[src/rtl/overlay_sequencer.sv]
// Stage banner / score overlay sequencer: frame-synchronous enables for the text draw requests.
// Build option: define OVERLAY_BLINK_EN to include the blinking phase ahead of the steady hold.
module overlay_sequencer #(
  parameter logic [7:0] BANNER_FRAMES      = 8'd120,
  parameter logic [7:0] BLINK_FRAMES       = 8'd60,
  parameter logic [7:0] BLINK_HALF         = 8'd8,
  parameter logic [7:0] SCORE_FLASH_FRAMES = 8'd30
) (
  input  logic       clk,
  input  logic       resetN,
  input  logic       startOfFrame,
  input  logic       stageReq,
  input  logic [3:0] newStage,
  input  logic       skip,
  input  logic       scoreEvt,
  output logic       stageShowEn,
  output logic       scoreShowEn,
  output logic       scoreHighlight,
  output logic [3:0] stageNum,
  output logic       stageAck,
  output logic       bannerBusy
);

  typedef enum logic [1:0] {IDLE = 2'd0, ARMED = 2'd1, BLINK = 2'd2, HOLD = 2'd3} state_t;

  state_t     state_reg, state_next;
  logic [7:0] frame_cnt_reg, frame_cnt_next;
  logic [7:0] flash_cnt_reg, flash_cnt_next;
  logic       abort_reg, abort_next;
  logic       flash_pend_reg, flash_pend_next;
  logic [3:0] stage_num_reg, stage_num_next;
  logic       ack_next;
  logic       stage_show_next, score_show_next, busy_next, highlight_next;

`ifdef OVERLAY_BLINK_EN
  logic       phase_reg, phase_next;
  logic [7:0] half_cnt_reg, half_cnt_next;
`else
  // Blink timing parameters stay in the parameter list so both builds share one instantiation.
  logic unused_blink_params;
  assign unused_blink_params = (BLINK_FRAMES == BLINK_HALF);
`endif

  always_ff @(posedge clk or negedge resetN) begin
    if (!resetN) begin
      state_reg      <= IDLE;
      frame_cnt_reg  <= 8'd0;
      flash_cnt_reg  <= 8'd0;
      abort_reg      <= 1'b0;
      flash_pend_reg <= 1'b0;
      stage_num_reg  <= 4'd0;
      stageAck       <= 1'b0;
      stageShowEn    <= 1'b0;
      scoreShowEn    <= 1'b0;
      scoreHighlight <= 1'b0;
      bannerBusy     <= 1'b0;
`ifdef OVERLAY_BLINK_EN
      phase_reg      <= 1'b0;
      half_cnt_reg   <= 8'd0;
`endif
    end else begin
      state_reg      <= state_next;
      frame_cnt_reg  <= frame_cnt_next;
      flash_cnt_reg  <= flash_cnt_next;
      abort_reg      <= abort_next;
      flash_pend_reg <= flash_pend_next;
      stage_num_reg  <= stage_num_next;
      stageAck       <= ack_next;
      stageShowEn    <= stage_show_next;
      scoreShowEn    <= score_show_next;
      scoreHighlight <= highlight_next;
      bannerBusy     <= busy_next;
`ifdef OVERLAY_BLINK_EN
      phase_reg      <= phase_next;
      half_cnt_reg   <= half_cnt_next;
`endif
    end
  end

  assign stageNum = stage_num_reg;

  always_comb begin
    state_next     = state_reg;
    frame_cnt_next = frame_cnt_reg;
    abort_next     = abort_reg;
    stage_num_next = stage_num_reg;
    ack_next       = 1'b0;
`ifdef OVERLAY_BLINK_EN
    phase_next     = phase_reg;
    half_cnt_next  = half_cnt_reg;
`endif
    case (state_reg)
      IDLE: begin
        if (stageReq) begin
          stage_num_next = newStage;
          ack_next       = 1'b1;
          state_next     = ARMED;
        end
      end
      ARMED: begin
        if (startOfFrame) begin
`ifdef OVERLAY_BLINK_EN
          frame_cnt_next = BLINK_FRAMES - 8'd1;
          phase_next     = 1'b1;
          half_cnt_next  = BLINK_HALF - 8'd1;
          state_next     = BLINK;
`else
          frame_cnt_next = BANNER_FRAMES - 8'd1;
          state_next     = HOLD;
`endif
        end
      end
`ifdef OVERLAY_BLINK_EN
      BLINK: begin
        if (skip) abort_next = 1'b1;
        if (startOfFrame) begin
          if (abort_reg || skip) begin
            state_next = IDLE;
          end else if (frame_cnt_reg == 8'd0) begin
            frame_cnt_next = BANNER_FRAMES - 8'd1;
            state_next     = HOLD;
          end else begin
            frame_cnt_next = frame_cnt_reg - 8'd1;
            // Phase flips once the half-period sub-counter has run out.
            if (half_cnt_reg == 8'd0) begin
              phase_next    = ~phase_reg;
              half_cnt_next = BLINK_HALF - 8'd1;
            end else begin
              half_cnt_next = half_cnt_reg - 8'd1;
            end
          end
        end
      end
`endif
      HOLD: begin
        if (skip) abort_next = 1'b1;
        if (startOfFrame) begin
          if (abort_reg || skip || frame_cnt_reg == 8'd0) begin
            state_next = IDLE;
          end else begin
            frame_cnt_next = frame_cnt_reg - 8'd1;
          end
        end
      end
      default: state_next = IDLE;
    endcase
    // A pending abort never outlives the banner it was raised against.
    if (state_next == IDLE) abort_next = 1'b0;
  end

  always_comb begin
    flash_cnt_next  = flash_cnt_reg;
    flash_pend_next = flash_pend_reg;
    if (startOfFrame) begin
      if (scoreEvt || flash_pend_reg) begin
        flash_cnt_next  = SCORE_FLASH_FRAMES;
        flash_pend_next = 1'b0;
      end else if (flash_cnt_reg != 8'd0) begin
        flash_cnt_next = flash_cnt_reg - 8'd1;
      end
    end else if (scoreEvt) begin
      flash_pend_next = 1'b1;
    end
  end

  // Outputs are registered from next-state values so they move on the triggering edge.
  always_comb begin
`ifdef OVERLAY_BLINK_EN
    stage_show_next = (state_next == HOLD) || ((state_next == BLINK) && phase_next);
`else
    stage_show_next = (state_next == HOLD);
`endif
    score_show_next = !((state_next == BLINK) || (state_next == HOLD));
    busy_next       = (state_next != IDLE);
    highlight_next  = (flash_cnt_next != 8'd0);
  end

endmodule

[config.mk]
export PLATFORM = sky130hd
export DESIGN_NAME = overlay_sequencer
export DESIGN_NICKNAME = d
export VERILOG_FILES = /design/src/rtl/overlay_sequencer.sv
export SDC_FILE = /design/constraint.sdc
export NUM_CORES = 1
export LEC_CHECK = 0
export BUFFER_PORTS_ARGS = -buffer_cell sky130_fd_sc_hd__buf_4
export CAP_MARGIN = 20
export CORE_ASPECT_RATIO = 0.6
export CORE_UTILIZATION = 50
export CTS_BUF_LIST = sky130_fd_sc_hd__clkbuf_2
export DETAILED_ROUTE_END_ITERATION = 6
export PLACE_DENSITY_LB_ADDON = 0.08
export REMOVE_ABC_BUFFERS = 1
export SYNTH_ARGS = -nofsm -noshare
export SYNTH_HDL_FRONTEND = slang
export SYNTH_SLANG_ARGS = --single-unit
export TNS_END_PERCENT = 5
[constraint.sdc]
create_clock -name clk -period 4.85 [get_ports clk]
set_input_delay 0.2425 -clock clk [delete_from_list [all_inputs] [get_ports clk]]
set_output_delay 0.2425 -clock clk [all_outputs]
set_load 0.01 [all_outputs]
==> impl_metrics.ini, run 1 <==
[die]
die_h_um = 43.5
ios = 19
core_um2 = 2610
die_area_um2 = 3100
std_cell_rows = 14
start_util = 0.551
die_w_um = 71.2

[cts]
cts_buffers = 5
clkSlewWorstSetupHoldPaths_ns = 0.14
clkLatencyLatePin_ns = 0.34
cts_tree = yes
cts.sinks = 29
cts.repair.resized = 0
clock_path_buffers = 2
cts_root_buf = clkbuf_2
htreeDepth = 2

[run]
max-cap-violations = 0

[synthesis]
syn_inst = 136
seq_area_frac_synth = 0.505
synth_edf_count = 0
synth_ff_type = dfrtp_1
syn_area_um2 = 1440
ys_async_sr_fraction = 1.00
synth_cell_types = 42
ys_warn_count = 0
ys_seq_elements = 29
avgSynthCellArea_um2 = 10.6

[drt]
finalWirelength_um = 2960
ant_nets = 0
drc_errors = 2
drt_first_pass_iters = 6
dr_total_vias = 1115
wl_per_cell_um = 15.5
drtIter0Drc = 71
vias_per_cell = 5.84

[min_path]
hold_depth = 2
hp-start = newStage[1]
min_to = stageNum[1]
hold_class = in2reg

[global_routing]
grt_max_degree = 30
grtUsageTotal = 0.228
antenna_found_initial = 0
grt_pass1_vias = 1069
grt_overflow = 0
grt_pass1_wl_um = 5190

[sta]
period_share = 0.465
layout_min_cycle_time_ns = 2.26
hold_viol = 0
tns_ns = 0
drv_slew = 0
rsz0062_at_grt = no
max_clock_freq_mhz = 443
fin_worst_skew_ns = 0.0102
slew_headroom = 0.608
finalSetupViolCount = 0
worstMarginPinSlew_ns = 0.583

[cells_and_area]
diodes = 0
layout_commonest_cell = dfrtp_1
final_layout_size_suffix_gt1_frac = 0.233
mostFrequentLayoutCells = dfrtp_1 (29), buf_4 (18), nor2_1 (14), nand2_1 (10), o21ai_0 (7)
area_growth_pct = 14.5
finalNetCount = 171

[critical_path]
reg2reg_slack_ns = 2.59
worstSetupStartpointType = flip-flop
critPathLaunch = flash_cnt_reg[3]
setup.worst_path.end_class = flip-flop
rr_startpoint = flash_cnt_reg[3]
path_class = reg2reg
cp_max_fo = 9
crit_required_ns = 5.07
critPathArrivalTime_ns = 2.48
reg2reg_to = scoreHighlight
worstRegToRegCells = 5

[run_status]
violations = DRC
status = complete, but fails checks

[place]
gp_congestion = 0.955
port_buffers = 18
dp_hpwl_um = 2210

[pwr]
irDropWorstVdd_mv = 0.212
leakagePower_nw = 0.675
power_w = 0.000652
powerDensity_nw_per_um2 = 396
through the flow:
step	worst slack (ns)	hold slack, ns	area (um^2)	std cells	util
finish	2.59	0.125	1650	191	0.631
global route	2.47	0.0851	1650	191	0.631
CTS	2.65	0.102	1650	191	0.631
detailed placement	2.66	0.182	1600	182	0.612
global placement	2.72	0.178	1600	182	0.612
floorplan	2.89	-0.0531	1420	132	-
kinds of logic (layout without fill, tap and decap cells):
family / after synthesis / after routing / share of synthesized area
buffers and inverters: 8 / 31 / 0.0218
DFF: 29 / 29 / 0.505
muxes: 6 / 6 / 0.0453
and+or+nand+nor: 58 / 58 / 0.240
xor gates and xnor gates: 5 / 5 / 0.0305
AOI/OAI and AO/OA: 27 / 27 / 0.131
adders and majority gates: 3 / 3 / 0.0261
worst max-delay path by stage:
stage                endpoint  slack, ns  cells past startpoint
6_report       scoreHighlight       2.59                      5
5_1_grt        scoreHighlight       2.47                      5
4_1_cts        scoreHighlight       2.65                      5
3_5_place_dp   scoreHighlight       2.66                      5
3_3_place_gp   scoreHighlight       2.72                      5
2_1_floorplan  scoreHighlight       2.89                      5
layout make-up:
type	count	area (um^2)
Multi-Input combinational cell	99	681
Inverter	4	15.0
Timing Repair Buffer	19	145
Clock buffer	6	30.0
Fill cell	219	963
Clock inverter	2	10.0
Sequential cell	29	726
Tap cell	32	40.0
layer usage:
| metal | global-route usage | vias up | routed length, um |
|---|---|---|---|
| met1 | 0.350 | 528 | 1550 |
| met4 | 0.0880 | 0 | 8 |
| li1 | - | 536 | - |
| met2 | 0.290 | 49 | 1160 |
| met3 | 0.0814 | 2 | 236 |
| met5 | 0 | - | 0 |
Yosys cell counts, types with 4 or more instances:
| cell type | count | share of area |
|---|---|---|
| mux2_2 | 4 | 0.031 |
| o211ai_1 | 4 | 0.021 |
| o21ai_0 | 7 | 0.024 |
| dfrtp_1 | 29 | 0.50 |
| nor2_1 | 14 | 0.037 |
| inv_1 | 4 | 0.010 |
| nor2b_1 | 4 | 0.017 |
| or3_1 | 4 | 0.017 |
| xnor2_1 | 4 | 0.024 |
| nand2_1 | 10 | 0.026 |
worst max-delay path: stages, from the launching register on:
cell      delay (ns)
dfrtp_1         0.46
or4_4           0.58
nor4b_4         0.51
nor3_1          0.15
a211oi_1        0.29
nand4b_1        0.14
repair_timing:
| item | 4_1_cts | 5_1_grt |
|---|---|---|
| hold buffers | 1 | 0 |
| endpoints found under the hold margin | 29 | 0 |
| buffers inserted | 0 | 0 |
report_power, final:
group | switching [W] | internal, W | total [W]
logic | 0.0000966 | 0.0000995 | 0.000196
registers | 0.0000460 | 0.000295 | 0.000341
clock network | 0.0000782 | 0.0000362 | 0.000114
total | 0.000221 | 0.000431 | 0.000652
No activity file was read; power rests on OpenSTA's default activity.
==> inputs of run 2 (changes only) <==
clock period = 2.3 ns   (was 4.85 ns; I/O delays follow)
==> run 2 against run 1 <==
The run still ends with DRC left. Non-clock buffer count is 8 higher. Global-route usage is 2.8 points higher. Power is 120% higher. Critical endpoint unchanged. Largest cell class unchanged. Via count is 4.6% higher. Setup slack worse by 2.4 ns. Hold slack worse by 0.089 ns. First-iteration DRC count is 89% higher. Sequential share of layout area is 1.7 points lower. Clock power is 110% higher. Routed wire length is 7.7% higher.
==> impl_metrics.ini, run 2 (synthesized netlist as in run 1, its figures left out) <==
[cts]
cts.sinks = 29
post-cts-setup-buffers = 0
cts_root_buf = clkbuf_2
clock_path_buffers = 2
clkLatencyLatePin_ns = 0.37
cts_tree = yes
clkSlewWorstSetupHoldPaths_ns = 0.14
cts.repair.resized = 0
cts_buffers = 5
htreeDepth = 2
hold_buffers = 5

[place]
dp_hpwl_um = 2360
port_buffers = 18
post-place-cells = 186
dpl_cell_area_um2 = 1630
gp_congestion = 0.850

[sta]
tns_ns = 0
layout_min_cycle_time_ns = 2.09
rsz0062_at_grt = no
fin_worst_skew_ns = 0.0205
whs_ns = 0.0354
slew_headroom = 0.582
drv_slew = 0
finalSetupViolCount = 0
max_clock_freq_mhz = 477
worstMarginPinSlew_ns = 0.620
period_share = 0.911
hold_viol = 0

[critical_path]
cp_top_family = simple AND/OR/NAND/NOR gates
path_class = reg2reg
worstRegToRegCells = 6
setup.worst_path.end_class = flip-flop
critPathArrivalTime_ns = 2.33
rr_startpoint = flash_cnt_reg[3]
cpMaxStageDelayCell = or4_4
reg2reg_to = scoreHighlight
reg2reg_slack_ns = 0.21
worstSetupStartpointType = flip-flop
crit_required_ns = 2.54
cp_max_fo = 9
crit_buf_inv = 1
cp_cell_sequence = or4_4, nor4b_4, buf_4, o311ai_0, nor2_1, nand4b_1
cp_slowest_stage_delay_ns = 0.59

[die]
start_util = 0.551
die_h_um = 43.5
die_w_um = 71.2
core_um2 = 2610
die_area_um2 = 3100
std_cell_rows = 14
ios = 19

[global_routing]
grtUsageTotal = 0.256
grt_pass1_vias = 1160
antenna_found_initial = 0
grt_pass1_wl_um = 5800
grt_max_degree = 30
grt_overflow = 0

[run_status]
violations = DRC
status = complete, but fails checks

[drt]
drt_first_pass_iters = 6
wl_per_cell_um = 16.0
drtIter0Drc = 134
drc_errors = 2
vias_per_cell = 5.86
dr_total_vias = 1166
ant_nets = 0
finalWirelength_um = 3180

[min_path]
hold_class = in2reg
hp-start = startOfFrame
hold_depth = 2
min_to = flash_pend_reg

[pwr]
irDropWorstVdd_mv = 0.501
leakagePower_nw = 0.706
powerDensity_nw_per_um2 = 825

[cells_and_area]
stdcell_count = 199
final_layout_size_suffix_gt1_frac = 0.234
n_fill_cell = 205
layout_commonest_cell = dfrtp_1
finalNetCount = 179
fin_area_um2 = 1710
multi_input_area_um2 = 681
mostFrequentLayoutCells = dfrtp_1 (29), buf_4 (22), nor2_1 (14), nand2_1 (10), o21ai_0 (7)
seqCellArea_um2 = 726
diodes = 0
area_growth_pct = 19.2

[run]
max-cap-violations = 0
-- run 2: changes by cell type in the layout (fill, tap and decap cells not counted), sizes merged --
cell	previous run	this run
clkinv	2	3
dlygate4sd3	1	5
buf	18	22
clkbuf	6	5
-- run 2: metal layers --
metal	vias to the layer above	wire, um	GRT usage
met5	-	0	0
met4	0	47	0.108
met3	7	168	0.0791
met2	38	1240	0.335
met1	560	1730	0.388
li1	561	-	-
-- run 2: layout make-up --
cell class / count / area share
clock buffer: 5 / 0.0146
inverter: 4 / 0.00876
timing repair buffer: 27 / 0.126
multi-input combinational: 99 / 0.397
tap: 32 / 0.0234
clock inverter: 3 / 0.00730
sequential: 29 / 0.423
-- run 2: worst max path at each step --
stage          slack, ns              from        endpoint  cells past startpoint
2_1_floorplan       0.34  flash_cnt_reg[3]  scoreHighlight                      5
3_3_place_gp        0.22  flash_cnt_reg[3]  scoreHighlight                      6
3_5_place_dp        0.24  flash_cnt_reg[3]  scoreHighlight                      6
4_1_cts             0.20  flash_cnt_reg[3]  scoreHighlight                      6
5_1_grt             0.06  flash_cnt_reg[3]  scoreHighlight                      6
6_report            0.21  flash_cnt_reg[3]  scoreHighlight                      6
-- run 2: through the flow --
step | util | total power (W) | setup slack, ns
finish | 0.657 | 0.00141 | 0.205
floorplan | - | 0.000951 | 0.336
CTS | 0.657 | 0.00142 | 0.203
detailed placement | 0.623 | 0.00117 | 0.236
global placement | 0.623 | 0.00115 | 0.225
global route | 0.657 | 0.00152 | 0.0561
-- run 2: where the power goes --
part	switching [W]	internal [W]	total, W	leakage, nW
logic	0.000222	0.000227	0.000450	0.352
clock network	0.000177	0.0000664	0.000244	0.0278
registers	0.0000985	0.000623	0.000721	0.327
total	0.000498	0.000916	0.00141	0.706
==> inputs of run 3 (changes only) <==
CTS_BUF_LIST = sky130_fd_sc_hd__clkbuf_4 sky130_fd_sc_hd__clkbuf_8 sky130_fd_sc_hd__clkbuf_16   (was sky130_fd_sc_hd__clkbuf_2)
==> run 3 against run 2 <==
The run still ends with DRC left. Maximum frequency up 0.33%. Sequential power about the same. Design area rose by 1.4%. Non-clock buffer count is 4 lower. Largest cell class unchanged. Clock skew shrank 0.019 ns. Critical path type unchanged. Sequential share of layout area shrank 0.58 points. Global-route usage decreased by 0.43 points. Clock power up 87%. Die area is the same. Sequential cell count is the same. Utilization is 0.91 points higher. Setup slack improved by 0.0070 ns.
==> impl_metrics.ini, run 3 (synthesized netlist as in run 1, its figures left out) <==
[run_status]
status = complete, but fails checks
violations = DRC

[pwr]
leakagePower_nw = 0.716
p_clk_frac = 0.282
powerDensity_nw_per_um2 = 931
power_w = 0.00162
pwr-share-comb = 0.273
pwr-share-seq = 0.445
switching_share = 0.310
irDropWorstVdd_mv = 0.525
internal_power_w = 0.00112
p_switching_w = 0.000501

[die]
std_cell_rows = 14
ios = 19
die_w_um = 71.2
core_um2 = 2610
die_area_um2 = 3100
start_util = 0.551
die_h_um = 43.5

[run]
max-cap-violations = 0

[place]
dp_hpwl_um = 2360
gp_congestion = 0.850
port_buffers = 18

[critical_path]
worstSetupStartpointType = flip-flop
reg2reg_to = scoreHighlight
critPathArrivalTime_ns = 2.23
path_class = reg2reg
critPathLaunch = flash_cnt_reg[3]
crit_required_ns = 2.45
setup.worst_path.end_class = flip-flop
rr_startpoint = flash_cnt_reg[3]
reg2reg_slack_ns = 0.21
cp_max_fo = 9
worstRegToRegCells = 6
crit_path_end = scoreHighlight

[cells_and_area]
finalNetCount = 175
final_layout_size_suffix_gt1_frac = 0.252
layout_commonest_cell = dfrtp_1
mostFrequentLayoutCells = dfrtp_1 (29), buf_4 (22), nor2_1 (14), nand2_1 (10)
diodes = 0
area_growth_pct = 20.9
final_util = 0.666

[global_routing]
grt_overflow = 0
antenna_found_initial = 0
grt_pass1_vias = 1140
grtUsageTotal = 0.251
grt_pass1_wl_um = 5790
grt_max_degree = 30

[cts]
cts_tree = yes
cts_buffers = 5
clock_path_buffers = 2
htreeDepth = 2
cts_root_buf = clkbuf_8
hold_buffers = 1
cts.sinks = 29
clkLatencyLatePin_ns = 0.27
cts.repair.resized = 0
post-cts-setup-buffers = 0
clkSlewWorstSetupHoldPaths_ns = 0.06

[drt]
drtIter0Drc = 105
dr_total_vias = 1168
vias_per_cell = 5.99
drc_errors = 2
finalWirelength_um = 3150
drt_first_pass_iters = 6
ant_nets = 0
wl_per_cell_um = 16.1

[sta]
fin_worst_skew_ns = 0.00181
slew_headroom = 0.575
rsz0062_at_grt = no
max_clock_freq_mhz = 479
drv_slew = 0
layout_min_cycle_time_ns = 2.09
finalSetupViolCount = 0
worstMarginPinSlew_ns = 0.630
whs_ns = 0.0716
hold_viol = 0
tns_ns = 0
period_share = 0.908

[min_path]
hold_class = in2reg
## run 3: cell count changes in the layout (fill, tap and decap cells not counted)
cell	previous run	this run
clkinv_1	2	0
dlygate4sd3_1	5	1
clkbuf_8	0	7
clkbuf_2	5	0
## run 3: worst min-delay path by stage
stage                            from          endpoint  slack (ns)  cells past startpoint
final                     newStage[2]       stageNum[2]        0.07                      2
after global routing      newStage[3]       stageNum[3]        0.07                      2
after CTS                 newStage[2]       stageNum[2]        0.07                      2
after detailed placement       resetN  flash_cnt_reg[7]        0.06                      1
after global placement         resetN  flash_cnt_reg[2]        0.05                      1
after floorplan                resetN         abort_reg       -0.18                      0
## run 3: metal layers
layer | GRT usage | share of wire | vias to the layer above
li1 | - | - | 550
met1 | 0.391 | 0.52 | 557
met2 | 0.333 | 0.40 | 59
met3 | 0.0791 | 0.078 | 2
met4 | 0.0720 | 0.0035 | 0
met5 | 0 | 0 | -
## run 3: power groups by stage
stage,Sequential [W],Clock (W),Combinational [W]
after detailed placement,0.000728,0,0.000443
after CTS,0.000719,0.000468,0.000447
after floorplan,0.000741,0,0.000209
final,0.000720,0.000457,0.000442
after global placement,0.000720,0,0.000426
after global routing,0.000739,0.000493,0.000499
## run 3: critical path, cell delays in order (launching register included)
cell and delay [ns]:
dfrtp_1 0.44, or4_4 0.59, nor4b_4 0.22, buf_4 0.20
o211ai_1 0.14, a21oi_1 0.24, nand4b_1 0.12
## run 3: area by class of cell
| type | instances | area, um^2 |
|---|---|---|
| clock buffers | 7 | 96.3 |
| well taps | 32 | 40.0 |
| fillers | 206 | 872 |
| repair buffers | 23 | 175 |
| flip-flops and latches | 29 | 726 |
| multi-input cells | 99 | 681 |
| inverters | 4 | 15.0 |
| clock inverters | 1 | 5.00 |
## run 3: per-stage QoR
step / worst slack (ns) / area (um^2) / cells
after floorplan: 0.336 / 1420 / 132
after global routing: 0.0655 / 1740 / 195
final: 0.212 / 1740 / 195
after CTS: 0.220 / 1740 / 195
after detailed placement: 0.236 / 1630 / 186
after global placement: 0.225 / 1630 / 186
